--- src/rtl/rx_cmd_pkg.sv ---
// rtl/rx_cmd_pkg.sv - shared constants, state type and hex helper for rx_cmd_parser
//
// Purpose: ASCII control characters, the parser state enum and a helper
//          that maps an ASCII hex digit to its 4-bit value.
// Ports:   none (package).
package rx_cmd_pkg;

  localparam logic [7:0] CR  = 8'h0D;
  localparam logic [7:0] LF  = 8'h0A;
  localparam logic [7:0] SP  = 8'h20;
  localparam logic [7:0] BS  = 8'h08;
  localparam logic [7:0] DEL = 8'h7F;

  typedef enum logic [1:0] {
    IDLE = 2'd0,
    ARG  = 2'd1,
    SKIP = 2'd2,
    DONE = 2'd3
  } state_t;

  // Non-hex input maps to 0; callers qualify with their own is_hex flag.
  // 'A'/'a' have low nibble 1, so adding 9 yields 10 for both cases.
  function automatic logic [3:0] hex_nibble(input logic [7:0] c);
    if (c >= 8'h30 && c <= 8'h39)
      return c[3:0];
    else if ((c >= 8'h41 && c <= 8'h46) || (c >= 8'h61 && c <= 8'h66))
      return c[3:0] + 4'd9;
    else
      return 4'd0;
  endfunction

endpackage

--- src/rtl/ascii_classify.sv ---
// rtl/ascii_classify.sv - combinational classifier for one received ASCII byte
//
// Purpose: decode a byte into the character classes the parser cares about.
// Ports:
//   d         in  8  received ASCII byte
//   is_letter out 1  a-z or A-Z
//   is_hex    out 1  0-9, a-f or A-F
//   is_space  out 1  0x20
//   is_term   out 1  CR or LF
//   is_bs     out 1  backspace (0x08) or delete (0x7F)
//   nibble    out 4  hex value of d (0 when not hex)
//   upper     out 8  d with lowercase letters folded to uppercase
module ascii_classify
  import rx_cmd_pkg::*;
(
  input  logic [7:0] d,
  output logic       is_letter,
  output logic       is_hex,
  output logic       is_space,
  output logic       is_term,
  output logic       is_bs,
  output logic [3:0] nibble,
  output logic [7:0] upper
);

  logic is_lower;
  logic is_upper;
  logic is_digit;

  always_comb begin
    is_lower  = (d >= 8'h61) && (d <= 8'h7A);
    is_upper  = (d >= 8'h41) && (d <= 8'h5A);
    is_digit  = (d >= 8'h30) && (d <= 8'h39);
    is_letter = is_lower || is_upper;
    is_hex    = is_digit || ((d >= 8'h41) && (d <= 8'h46)) || ((d >= 8'h61) && (d <= 8'h66));
    is_space  = (d == SP);
    is_term   = (d == CR) || (d == LF);
    is_bs     = (d == BS) || (d == DEL);
    nibble    = hex_nibble(d);
    // Lowercase and uppercase ASCII letters differ only in bit 5.
    upper     = is_lower ? {d[7:6], 1'b0, d[4:0]} : d;
  end

endmodule

--- src/rtl/rx_cmd_parser.sv ---
// rtl/rx_cmd_parser.sv - assembles received ASCII lines into debug commands
//
// Purpose: consume bytes from the UART receiver, build one command per line
//          (letter + optional hex argument + error flag) and present it to the
//          debug controller through a valid/ready handshake.
// Optional feature: define RX_CMD_BACKSPACE_EN to let 0x08/0x7F edit the
//          argument (or cancel the command letter) while in ARG.
// Ports:
//   clk         in   1      system clock
//   rst         in   1      synchronous reset, active-high
//   vld_rx      in   1      receiver has a byte waiting
//   rdy_rx      out  1      parser accepts a byte this cycle (state only)
//   d_rx        in   8      received ASCII byte
//   cmd_vld     out  1      a complete command is presented
//   cmd_rdy     in   1      controller takes the command
//   cmd_op      out  8      uppercase command letter, 0x00 for illegal start
//   cmd_arg     out  ARG_W  parsed hex argument, right-aligned
//   cmd_has_arg out  1      at least one hex digit was received
//   cmd_err     out  1      line was malformed
module rx_cmd_parser
  import rx_cmd_pkg::*;
#(
  parameter int ARG_W   = 32,
  parameter int MAX_DIG = ARG_W / 4
) (
  input  logic             clk,
  input  logic             rst,
  input  logic             vld_rx,
  output logic             rdy_rx,
  input  logic [7:0]       d_rx,
  output logic             cmd_vld,
  input  logic             cmd_rdy,
  output logic [7:0]       cmd_op,
  output logic [ARG_W-1:0] cmd_arg,
  output logic             cmd_has_arg,
  output logic             cmd_err
);

  localparam int CNT_W = $clog2(MAX_DIG + 1);
  localparam logic [CNT_W-1:0] MAX_CNT = CNT_W'(MAX_DIG);

  state_t           state;
  logic [CNT_W-1:0] count;
  logic             take;

  logic       is_letter;
  logic       is_hex;
  logic       is_space;
  logic       is_term;
  logic       is_bs;
  logic [3:0] nibble;
  logic [7:0] upper;

  ascii_classify u_classify (
    .d         (d_rx),
    .is_letter (is_letter),
    .is_hex    (is_hex),
    .is_space  (is_space),
    .is_term   (is_term),
    .is_bs     (is_bs),
    .nibble    (nibble),
    .upper     (upper)
  );

  // Backpressure toward the receiver only while a command is waiting.
  assign rdy_rx = (state != DONE);
  assign take   = vld_rx && rdy_rx;

  // cmd_arg doubles as the accumulator; it is only meaningful while cmd_vld.
  always_ff @(posedge clk) begin
    if (rst) begin
      state       <= IDLE;
      count       <= '0;
      cmd_vld     <= 1'b0;
      cmd_op      <= 8'h00;
      cmd_arg     <= '0;
      cmd_has_arg <= 1'b0;
      cmd_err     <= 1'b0;
    end else begin
      case (state)
        IDLE: begin
          if (take) begin
            if (is_space || is_term) begin
              // blank lines and CR LF tails are skipped
            end else if (is_letter) begin
              cmd_op  <= upper;
              cmd_arg <= '0;
              count   <= '0;
              state   <= ARG;
            end else begin
              cmd_op <= 8'h00;
              state  <= SKIP;
            end
          end
        end

        ARG: begin
          if (take) begin
            if (is_space) begin
              // spaces between letter and digits are ignored
            end else if (is_hex) begin
              if (count == MAX_CNT) begin
                state <= SKIP;
              end else begin
                cmd_arg <= {cmd_arg[ARG_W-5:0], nibble};
                count   <= count + 1'b1;
              end
            end else if (is_term) begin
              cmd_has_arg <= (count != '0);
              cmd_err     <= 1'b0;
              cmd_vld     <= 1'b1;
              state       <= DONE;
`ifdef RX_CMD_BACKSPACE_EN
            end else if (is_bs) begin
              if (count != '0) begin
                cmd_arg <= cmd_arg >> 4;
                count   <= count - 1'b1;
              end else begin
                // erasing past the first digit cancels the command letter
                cmd_op <= 8'h00;
                state  <= IDLE;
              end
`else
            end else if (is_bs) begin
              state <= SKIP;
`endif
            end else begin
              state <= SKIP;
            end
          end
        end

        SKIP: begin
          if (take && is_term) begin
            cmd_err     <= 1'b1;
            cmd_has_arg <= 1'b0;
            cmd_arg     <= '0;
            cmd_vld     <= 1'b1;
            state       <= DONE;
          end
        end

        DONE: begin
          if (cmd_rdy) begin
            cmd_vld <= 1'b0;
            state   <= IDLE;
          end
        end

        default: state <= IDLE;
      endcase
    end
  end

endmodule

--- config.mk ---
export PLATFORM = sky130hd
export DESIGN_NAME = rx_cmd_parser
export DESIGN_NICKNAME = d
export VERILOG_FILES = /design/src/rtl/rx_cmd_pkg.sv /design/src/rtl/ascii_classify.sv /design/src/rtl/rx_cmd_parser.sv
export SDC_FILE = /design/constraint.sdc
export NUM_CORES = 1
export LEC_CHECK = 0
export CORE_MARGIN = 3
export CORE_UTILIZATION = 30
export CTS_BUF_LIST = sky130_fd_sc_hd__clkbuf_8
export DETAILED_ROUTE_END_ITERATION = 10
export SYNTH_ARGS = -nofsm -noshare
export SYNTH_HDL_FRONTEND = slang
export SYNTH_HIERARCHICAL = 1
export SYNTH_SLANG_ARGS = --single-unit
--- constraint.sdc ---
create_clock -name clk -period 2.2 [get_ports clk]
set_input_delay 0.22 -clock clk [delete_from_list [all_inputs] [get_ports clk]]
set_output_delay 0.22 -clock clk [all_outputs]
set_load 0.01 [all_outputs]
# Yosys cells after proc, flatten, opt, wreduce, memory -nomap -nowiden
# Index checks and enable logic that the tools add are counted.
dict set report totals {
  wordCells 113
  out_inout_bits 44
  regBits 49
  input_bits 12
}
dict set report classes {
  n_eq_ne 20
  n_addsub 2
  bitwise 1
  mux 50
  reduce_logical 25
  order_cmp 8
}
# op n
set ops {}
lappend ops {{32-bit 2-to-1 mux} 8}
lappend ops {{32-bit one-hot mux with 3 select lines} 1}
lappend ops {{4-bit 2-to-1 mux} 9}
lappend ops {{8-bit by 7-bit less-or-equal comparator with 1-bit output (second input constant)} 4}
lappend ops {{2-bit inequality test (second input constant)} 12}
lappend ops {{2-bit 2-to-1 mux} 9}
lappend ops {{8-bit by 4-bit equality test with 1-bit output (second input constant)} 2}
lappend ops {{8-bit by 7-bit greater-or-equal comparator with 1-bit output (second input constant)} 2}
lappend ops {{1-bit 2-to-1 mux} 16}
lappend ops {{7-bit AND reduction} 2}
lappend ops {{9-bit AND reduction} 1}
lappend ops {{8-bit by 6-bit equality test with 1-bit output (second input constant)} 1}
lappend ops {{8-bit by 6-bit greater-or-equal comparator with 1-bit output (second input constant)} 1}
lappend ops {{8-bit by 6-bit less-or-equal comparator with 1-bit output (second input constant)} 1}
lappend ops {{8-bit 2-to-1 mux} 1}
lappend ops {{2-bit one-hot mux with 4 select lines} 1}
lappend ops {{4-bit one-hot mux with 2 select lines} 1}
lappend ops {{8-bit AND reduction} 1}
lappend ops {{1-bit logical AND} 7}
lappend ops {{1-bit logical OR} 6}
lappend ops {{6-bit 2-to-1 mux} 1}
lappend ops {{6-bit AND reduction} 1}
lappend ops {{3-bit nonzero test} 2}
lappend ops {{4-bit by 1-bit adder with 4-bit output (second input constant)} 1}
lappend ops {{other kinds (12)} 15}

# Logic depth before layout (Yosys ltp)
# Gate-level depths: netlist (run 1).
dict set report logic_depth {
  depth_word 10
  depth_mapped 12
  depth_no_buf 10
}

# Modules after synthesis
# The synthesis (run 1) kept the hierarchy.
# mod seq_area_each_um2 area_each_um2 n_inst cells_per_inst
set by_module_without_submodules {}
lappend by_module_without_submodules {rx_cmd_parser 980.9 2143.3 1 260}
lappend by_module_without_submodules {ascii_classify 0.0 357.8 1 48}

# Worst setup path after synthesis (run 1)
# OpenSTA, ideal clock, no wires.
dict set report synth_timing {
  path_kind {in2reg}
  from {input d_rx[1]}
  to {register cmd_arg[16]}
  path_slack_ps -203
  path_stages 12
  arrival_ps 2332
  n_path_buf 2
  setup_time_ps 71
  required_ps 2129
  path_cell_list {inv_1 -> ha_1 -> or4b_4 -> o22ai_2 -> nor3_1 -> buf_2 -> nor2b_1 -> nand2_1 -> a221o_1 -> clkbuf_1 -> nand2_1 -> a21oi_1}
}
dict set report synth_via {
  elab_cells_between_ends 28
  cone_classes {order compare: 8; eq/ne: 8; reduce/logical: 12}
}
# item line
set synth_lines {}
lappend synth_lines {{start: declaration} rx_cmd_parser.sv:30} ;# input logic [7:0] d_rx,
lappend synth_lines {{8-bit by 7-bit greater-or-equal comparator with 1-bit output (tied with other cells)} ascii_classify.sv:31} ;# is_lower = (d >= 8'h61) && (d <= 8'h7A);
lappend synth_lines {{1-bit logical AND, on equally long branches} {ascii_classify.sv:31, ascii_classify.sv:32}}
lappend synth_lines {{1-bit logical OR *} ascii_classify.sv:34} ;# is_letter = is_lower || is_upper;
lappend synth_lines {{net is_letter} rx_cmd_parser.sv:46} ;# logic is_letter;
lappend synth_lines {{2-bit inequality test (no source line) *} -}
lappend synth_lines {{9-bit AND reduction (no source line) *} -}
lappend synth_lines {{end signal: assignment} rx_cmd_parser.sv:105} ;# cmd_arg <= {cmd_arg[ARG_W-5:0], nibble};
lappend synth_lines {{end: declaration} rx_cmd_parser.sv:34} ;# output logic [ARG_W-1:0] cmd_arg,
# The timed path passes the listed nets; every way through them passes the cells marked *.
# A chain may end at the register's enable or synchronous reset.

# Worst setup path after layout (run 1)
dict set report layout_timing {
  from {input d_rx[0]}
  to {register cmd_arg[23]}
}
dict set report layout_via {
  elab_cells_between_ends 28
  cone_classes {order compare: 8; eq/ne: 8; reduce/logical: 12}
}
# item line
set layout_lines {}
lappend layout_lines {{8-bit by 4-bit equality test with 1-bit output} ascii_classify.sv:37} ;# is_term = (d == CR) || (d == LF);
lappend layout_lines {{1-bit logical OR *} ascii_classify.sv:37}
lappend layout_lines {{net is_term} rx_cmd_parser.sv:49} ;# logic is_term;
lappend layout_lines {{1-bit logical OR or 1-bit logical AND (tied branches)} {rx_cmd_parser.sv:83, rx_cmd_parser.sv:134}}
lappend layout_lines {{2-bit inequality test (no source line)} -}
lappend layout_lines {{9-bit AND reduction (no source line) *} -}
# Marks and branches as above.

==> metrics.log, run 1 <==
[metrics] detailed-route wire length on metal 1: 3160 um
[metrics] dominant delay contributor by cell family on the critical path: buffers and inverters
[metrics] clock network latency to the later pin of the worst-skew pair: 0.29 ns
[metrics] total nets after synthesis: 327
[metrics] maximum number of pins on one net before global-route repair: 33
[metrics] num ports: 56
[metrics] drc violations: 0
[metrics] Synthesis Warnings: 6
[metrics] Max Root-Sink Buffers: 2
[metrics] worst path arrival time: 2.29 ns
[metrics] TritonCTS clock tree: built
[metrics] clock slew at the register clock pins of the worst setup and hold paths: 0.08 ns
[metrics] CTS H-tree depth: 2
[metrics] nets: 413
[metrics] min-delay worst type: input port to flop
[metrics] Remaining Overflow, GRT: 0
[metrics] Port Buffers: 55
[metrics] slew at the pin closest to its max-slew limit: 0.463 ns
[metrics] Std-Cell Core Area: 0.00789 mm2
[metrics] ratio of cells with drive above 1 in the final layout: 23.0%
[metrics] DPL Wire Length: 4600 um
[metrics] Total Wirelength: 6780 um
[metrics] first-pass detailed-route iteration total: 5
[metrics] Die Y-Extent: 97.0 um
[metrics] die width: 97.0 um
[metrics] number of max-cap violations: 0
[metrics] fin crit share: 94.1%
[metrics] worst slack after detailed placement: -0.586 ns
[metrics] Post-CTS Hold Buffers: 0
[metrics] area of the mapped netlist: 0.00248 mm2
[metrics] most common cell type on the critical path: buf_12
[metrics] Worst Path Max Fanout: 8
[metrics] final setup violation count: 0
[metrics] min cycle time layout: 2.07 ns
[metrics] number of clock buffers inserted by TritonCTS: 5
[metrics] synthesis-to-layout area growth: 49.9%
[metrics] post-route cell area: 0.00372 mm2
[metrics] largest stage delay on the critical path: 0.31 ns
[metrics] count of endpoints failing hold in the final timing report: 0
[metrics] Leakage: 1.36 nW
[metrics] critical path data required time: 2.42 ns
[metrics] count of vias placed by the detailed router: 2421
[metrics] row count: 32
[metrics] Avg Cell Area, Syn: 8.14 um2
[metrics] worst clock skew on the final layout: 0.00470 ns
[metrics] Pwr Total: 0.00343 W
[metrics] critical path's slowest cell: a221oi_4
[metrics] via/cell ratio: 4.91
[metrics] Post-Syn Instances: 305
[metrics] all-layer global routing usage: 13.4%
[metrics] number of inserted diodes: 0
[metrics] Placed Area: 0.00336 mm2
[metrics] clock root buffer master: clkbuf_8
[metrics] post-route antenna net violation count: 0
[metrics] antenna violations before repair: 0
[metrics] critical path startpoint category: input port
[metrics] initial core utilization: 31.5%
[metrics] Max VDD drop: 431 uV
[metrics] highest clock frequency the design can meet: 483 MHz
[metrics] Worst slew margin: 69.1%
[metrics] Pwr Density: 922 mW/mm2
[metrics] Placer Congestion: 0.839
[metrics] final setup slack of the worst path: 0.130 ns
[metrics] wire length on met2: 3180 um
[metrics] count of buffering cells on the critical path with inverters included: 7
[metrics] number of sinks handled by clock tree synthesis: 49
[metrics] fin util: 47.2%
[metrics] global-route wire length before repair: 10700 um
[metrics] Die Area: 0.00940 mm2
[metrics] number of global-route vias before repair: 2187
[metrics] per-cell routed wire length: 13.8 um
[metrics] run status: finished clean
[metrics] classification of the worst setup path: input port to flop
[metrics] uppermost metal layer occupied by signal nets: met4
[metrics] total met3 wirelength after detailed routing: 336 um
[metrics] critical path cell sequence: clkbuf_2 > inv_2 > buf_4 > ha_1 > mux2i_2 > nor2_4 > buf_12 > nor2b_4 > nand2_2 > buf_4 > a221oi_4 > buf_12 > buf_12 > nand3_1 > a21oi_2
[metrics] Final Hold Slack: 0.348 ns
[metrics] DRC violation total after the first TritonRoute iteration: 100
[metrics] Max Slew Vio Count: 0
[metrics] kind of end point of the critical path: flop
[metrics] setup repair after global routing missed its margin: no
-- metrics by stage --
stage          cells  setup TNS, ns
3_5_place_dp     474         -20.19
2_1_floorplan    305              0
6_report         493              0
4_1_cts          487              0
3_3_place_gp     474         -18.04
5_1_grt          493              0
-- routing by layer --
layer	global-route usage [%]	vias up
met3	3.10	8
li1	-	1236
met4	3.56	0
met2	21.5	57
met1	18.2	1120
met5	0	-
-- flip-flops by register name, summed over array words and instances, names as in the netlist --
name and cells:
cmd_arg 32, cmd_vld 1, count 4, state 2, cmd_op 8, cmd_err 1, cmd_has_arg 1
-- layout by cell type, fill, tap and decap left out, types with 3 or more instances in the layout --
cell / n
a21oi_1: 41
a31oi_1: 3
buf_12: 4
buf_4: 40
clkbuf_2: 4
clkbuf_8: 5
clkdlybuf4s50_1: 46
dfxtp_1: 49
dlygate4sd2_1: 3
ha_1: 7
inv_1: 11
mux2i_1: 4
nand2_1: 48
nand2b_1: 4
nand3_1: 41
nand3b_1: 4
nor2_1: 9
nor2b_1: 4
o21ai_0: 3
-- path summary, 6_finish.rpt --
| check | start | end | slack, ns | cells after the start |
|---|---|---|---|---|
| min reg2reg | cmd_op[0] | cmd_op[0] | 0.46 | 2 |
| max | d_rx[0] | cmd_arg[23] | 0.13 | 15 |
| min | rst | cmd_err | 0.35 | 2 |
| max reg2reg | state[0] | cmd_arg[23] | 0.14 | 9 |
-- final cells by class --
cell class / count / area (um2)
well taps: 102 / 128
flip-flops and latches: 49 / 981
inverters: 13 / 48.8
clock buffers: 5 / 68.8
multi-input cells: 217 / 1420
fillers: 758 / 4170
repair buffers: 105 / 1040
clock inverters: 2 / 35.0
-- where the power goes --
| group | total (W) | switching [W] | internal [W] |
|---|---|---|---|
| clock network | 0.000613 | 0.000282 | 0.000331 |
| logic | 0.00187 | 0.000915 | 0.000952 |
| registers | 0.000951 | 0.0000277 | 0.000923 |
-- repair_timing --
item / in CTS / in global routing
endpoints found under the setup margin: 41 / 39
resized for setup: 24 / 11
pin swaps: 9 / 12
cloned: 2 / 3
setup buffers: 4 / 3
Note: power is estimated with default switching activity, not from simulation.
==> run 2: changes to the inputs <==
CORE_ASPECT_RATIO = 1.25   (was not set)
==> metrics.log, run 2 (synthesized netlist as in run 1, its figures left out) <==
[metrics] run status: finished clean (unchanged)
[metrics] number of sinks handled by clock tree synthesis: 49 (unchanged)
[metrics] leading cell types in the layout, fill and taps excluded: 49 x dfxtp_1, 48 x nand2_1, 46 x clkdlybuf4s50_1, 41 x nand3_1, 38 x buf_4 (was 49 x dfxtp_1, 48 x nand2_1, 46 x clkdlybuf4s50_1, 41 x nand3_1, 41 x a21oi_1)
[metrics] count of vias placed by the detailed router: 2448 (was 2421)
[metrics] layout filler cell count: 782 (was 758)
[metrics] end of the worst register-to-register path: cmd_arg[23] (unchanged)
[metrics] worst slack after detailed placement: -0.552 ns (was -0.586 ns)
[metrics] num ports: 56 (unchanged)
[metrics] slew at the pin closest to its max-slew limit: 0.561 ns (was 0.463 ns)
[metrics] clock root buffer master: clkbuf_8 (unchanged)
[metrics] number of cells after detailed placement: 460 (was 474)
[metrics] DPL Wire Length: 4640 um (was 4600 um)
[metrics] Port Buffers: 55 (unchanged)
[metrics] dominant delay contributor by cell family on the critical path: simple AND/OR/NAND/NOR gates (was buffers and inverters)
[metrics] fin util: 46.5% (was 47.2%)
[metrics] number of max-cap violations: 0 (unchanged)
[metrics] kind of end point of the critical path: flop (unchanged)
[metrics] via/cell ratio: 5.06 (was 4.91)
[metrics] count of endpoints failing hold in the final timing report: 0 (unchanged)
[metrics] ratio of cells with drive above 1 in the final layout: 23.1% (was 23.0%)
[metrics] Leakage: 1.34 nW (was 1.36 nW)
[metrics] fin crit share: 95.5% (was 94.1%)
[metrics] Placer Congestion: 0.827 (was 0.839)
[metrics] min-delay worst type: input port to flop (unchanged)
[metrics] Die Area: 0.00941 mm2 (was 0.00940 mm2)
[metrics] initial core utilization: 31.3% (was 31.5%)
[metrics] biggest regs: cmd_arg (32), cmd_op (8), count (4) (unchanged)
[metrics] highest clock frequency the design can meet: 476 MHz (was 483 MHz)
[metrics] critical path startpoint category: input port (unchanged)
[metrics] critical path cell sequence: buf_4 > inv_2 > ha_4 > or4b_4 > o22ai_4 > nor3_2 > nor2b_4 > nand2_2 > buf_4 > a221oi_4 > buf_6 > clkbuf_16 > nand3_1 > a21oi_2 (was clkbuf_2 > inv_2 > buf_4 > ha_1 > mux2i_2 > nor2_4 > buf_12 > nor2b_4 > nand2_2 > buf_4 > a221oi_4 > buf_12 > buf_12 > nand3_1 > a21oi_2)
[metrics] critical path's slowest cell: a221oi_4 (unchanged)
[metrics] DRC violation total after the first TritonRoute iteration: 131 (was 100)
[metrics] drc violations: 0 (unchanged)
[metrics] worst clock skew on the final layout: 0.00774 ns (was 0.00470 ns)
[metrics] number of inserted diodes: 0 (unchanged)
[metrics] TritonCTS clock tree: built (unchanged)
[metrics] post-route antenna net violation count: 0 (unchanged)
[metrics] Std-Cell Core Area: 0.00793 mm2 (was 0.00789 mm2)
[metrics] worst path arrival time: 2.34 ns (was 2.29 ns)
[metrics] filler-free cell count of the finished design: 484 (was 493)
[metrics] reg-to-reg startpoint: state[0] (unchanged)
[metrics] start point of the critical path: d_rx[0] (unchanged)
[metrics] antenna violations before repair: 0 (unchanged)
[metrics] clock network latency to the later pin of the worst-skew pair: 0.31 ns (was 0.29 ns)
[metrics] critical path data required time: 2.44 ns (was 2.42 ns)
[metrics] synthesis-to-layout area growth: 48.4% (was 49.9%)
[metrics] Total Wirelength: 7300 um (was 6780 um)
[metrics] die width: 87.4 um (was 97.0 um)
[metrics] clock slew at the register clock pins of the worst setup and hold paths: 0.09 ns (was 0.08 ns)
[metrics] first-pass detailed-route iteration total: 4 (was 5)
[metrics] number of clock buffers inserted by TritonCTS: 5 (unchanged)
[metrics] Worst Path Max Fanout: 8 (unchanged)
[metrics] most common cell after layout, fill and taps aside: dfxtp_1 (unchanged)
[metrics] Post-CTS Hold Buffers: 0 (unchanged)
[metrics] largest stage delay on the critical path: 0.29 ns (was 0.31 ns)
[metrics] row count: 36 (was 32)
[metrics] nets: 410 (was 413)
[metrics] Placed Area: 0.00329 mm2 (was 0.00336 mm2)
[metrics] Max VDD drop: 425 uV (was 431 uV)
[metrics] CTS H-tree depth: 2 (unchanged)
[metrics] per-cell routed wire length: 15.1 um (was 13.8 um)
[metrics] number of global-route vias before repair: 2353 (was 2187)
[metrics] termination of the worst setup path: cmd_arg[23] (unchanged)
[metrics] Max Slew Vio Count: 0 (unchanged)
[metrics] flip-flop count of the largest register, all copies and words added: 32 (unchanged)
[metrics] all-layer global routing usage: 14.7% (was 13.4%)
[metrics] count of cells along the worst register-to-register path: 9 (unchanged)
[metrics] final setup slack of the worst path: 0.100 ns (was 0.130 ns)
[metrics] Worst slew margin: 62.6% (was 69.1%)
[metrics] most common cell type on the critical path: buf_4 (was buf_12)
[metrics] Die Y-Extent: 108 um (was 97.0 um)
[metrics] final setup violation count: 0 (unchanged)
[metrics] global-route wire length before repair: 11300 um (was 10700 um)
[metrics] register bank with the most flops: cmd_arg (unchanged)
[metrics] Remaining Overflow, GRT: 0 (unchanged)
[metrics] count of cell instances traversed by the critical path: 14 (was 15)
[metrics] min cycle time layout: 2.10 ns (was 2.07 ns)
[metrics] reg-to-reg setup timing slack: 0.12 ns (was 0.14 ns)
[metrics] maximum number of pins on one net before global-route repair: 33 (unchanged)
[metrics] count of buffering cells on the critical path with inverters included: 5 (was 7)
[metrics] Max Root-Sink Buffers: 2 (unchanged)
[metrics] post-route cell area: 0.00368 mm2 (was 0.00372 mm2)
[metrics] Pwr Density: 916 mW/mm2 (was 922 mW/mm2)
[metrics] classification of the worst setup path: input port to flop (unchanged)
## run 2: changes by cell type in the layout (fill, tap and decap cells not counted), moves of 2 or more
cell / delta
a21oi_1: -8
a21oi_2: +7
clkbuf_2: -3
buf_12: -2
buf_4: -2
buf_6: +2
clkinvlp_4: +2
## run 2: layout make-up
| type | instances | area [um2] | share of cell area, % |
|---|---|---|---|
| clock buffer | 5 | 68.8 | 1.87 |
| clock inverter | 3 | 18.8 | 0.510 |
| inverter | 13 | 48.8 | 1.32 |
| multi-input combinational | 217 | 1440 | 39.0 |
| sequential | 49 | 981 | 26.6 |
| tap | 95 | 119 | 3.23 |
| timing repair buffer | 102 | 1010 | 27.5 |
## run 2: timing repair
action	in CTS	in global routing
gates cloned	2	3
buffers inserted	6	5
resized for setup	18	21
pin swaps	9	22
endpoints found under the setup margin	41	41
## run 2: tightest hold or removal path, delay by kind of cell
kind / cells / cell delay [ns]
buffers and inverters: 2 / 0.25
AOI/OAI and AO/OA: 1 / 0.06
and+or+nand+nor: 1 / 0.08
## run 2: metal layers
| metal | wire length, um | vias to the layer above | track usage (%) | part of all wire, % |
|---|---|---|---|---|
| li1 | - | 1229 | - | - |
| met1 | 3190 | 1154 | 18.2 | 44 |
| met2 | 3720 | 57 | 25.8 | 51 |
| met3 | 294 | 8 | 1.99 | 4.0 |
| met4 | 102 | 0 | 4.93 | 1.4 |
| met5 | 0 | - | 0 | 0 |
## run 2: metrics by stage
step | setup TNS (ns) | total power, W | hold WS [ns]
2_1_floorplan | 0 | 0.00192 | 0.324
3_3_place_gp | -20.61 | 0.00221 | 0.440
3_5_place_dp | -22.41 | 0.00223 | 0.443
4_1_cts | 0 | 0.00308 | 0.376
5_1_grt | -0.0859 | 0.00357 | 0.367
6_report | 0 | 0.00337 | 0.345
## run 2: how the worst min path moves through the flow
stage	from	to	slack (ns)	cells past startpoint
floorplan	rst	state[0]	0.32	1
global route	d_rx[1]	cmd_op[1]	0.37	4
finish	d_rx[1]	cmd_op[1]	0.34	4
CTS	rst	cmd_has_arg	0.38	2
detailed placement	cmd_op[4]	cmd_op[4]	0.44	2
global placement	cmd_op[4]	cmd_op[4]	0.44	2
## run 2: where the power goes
part | switching [W] | leakage (nW) | total, W | internal (W)
combinational | 0.000941 | 0.901 | 0.00189 | 0.000946
sequential | 0.0000268 | 0.395 | 0.000950 | 0.000923
clock | 0.000316 | 0.0416 | 0.000536 | 0.000220
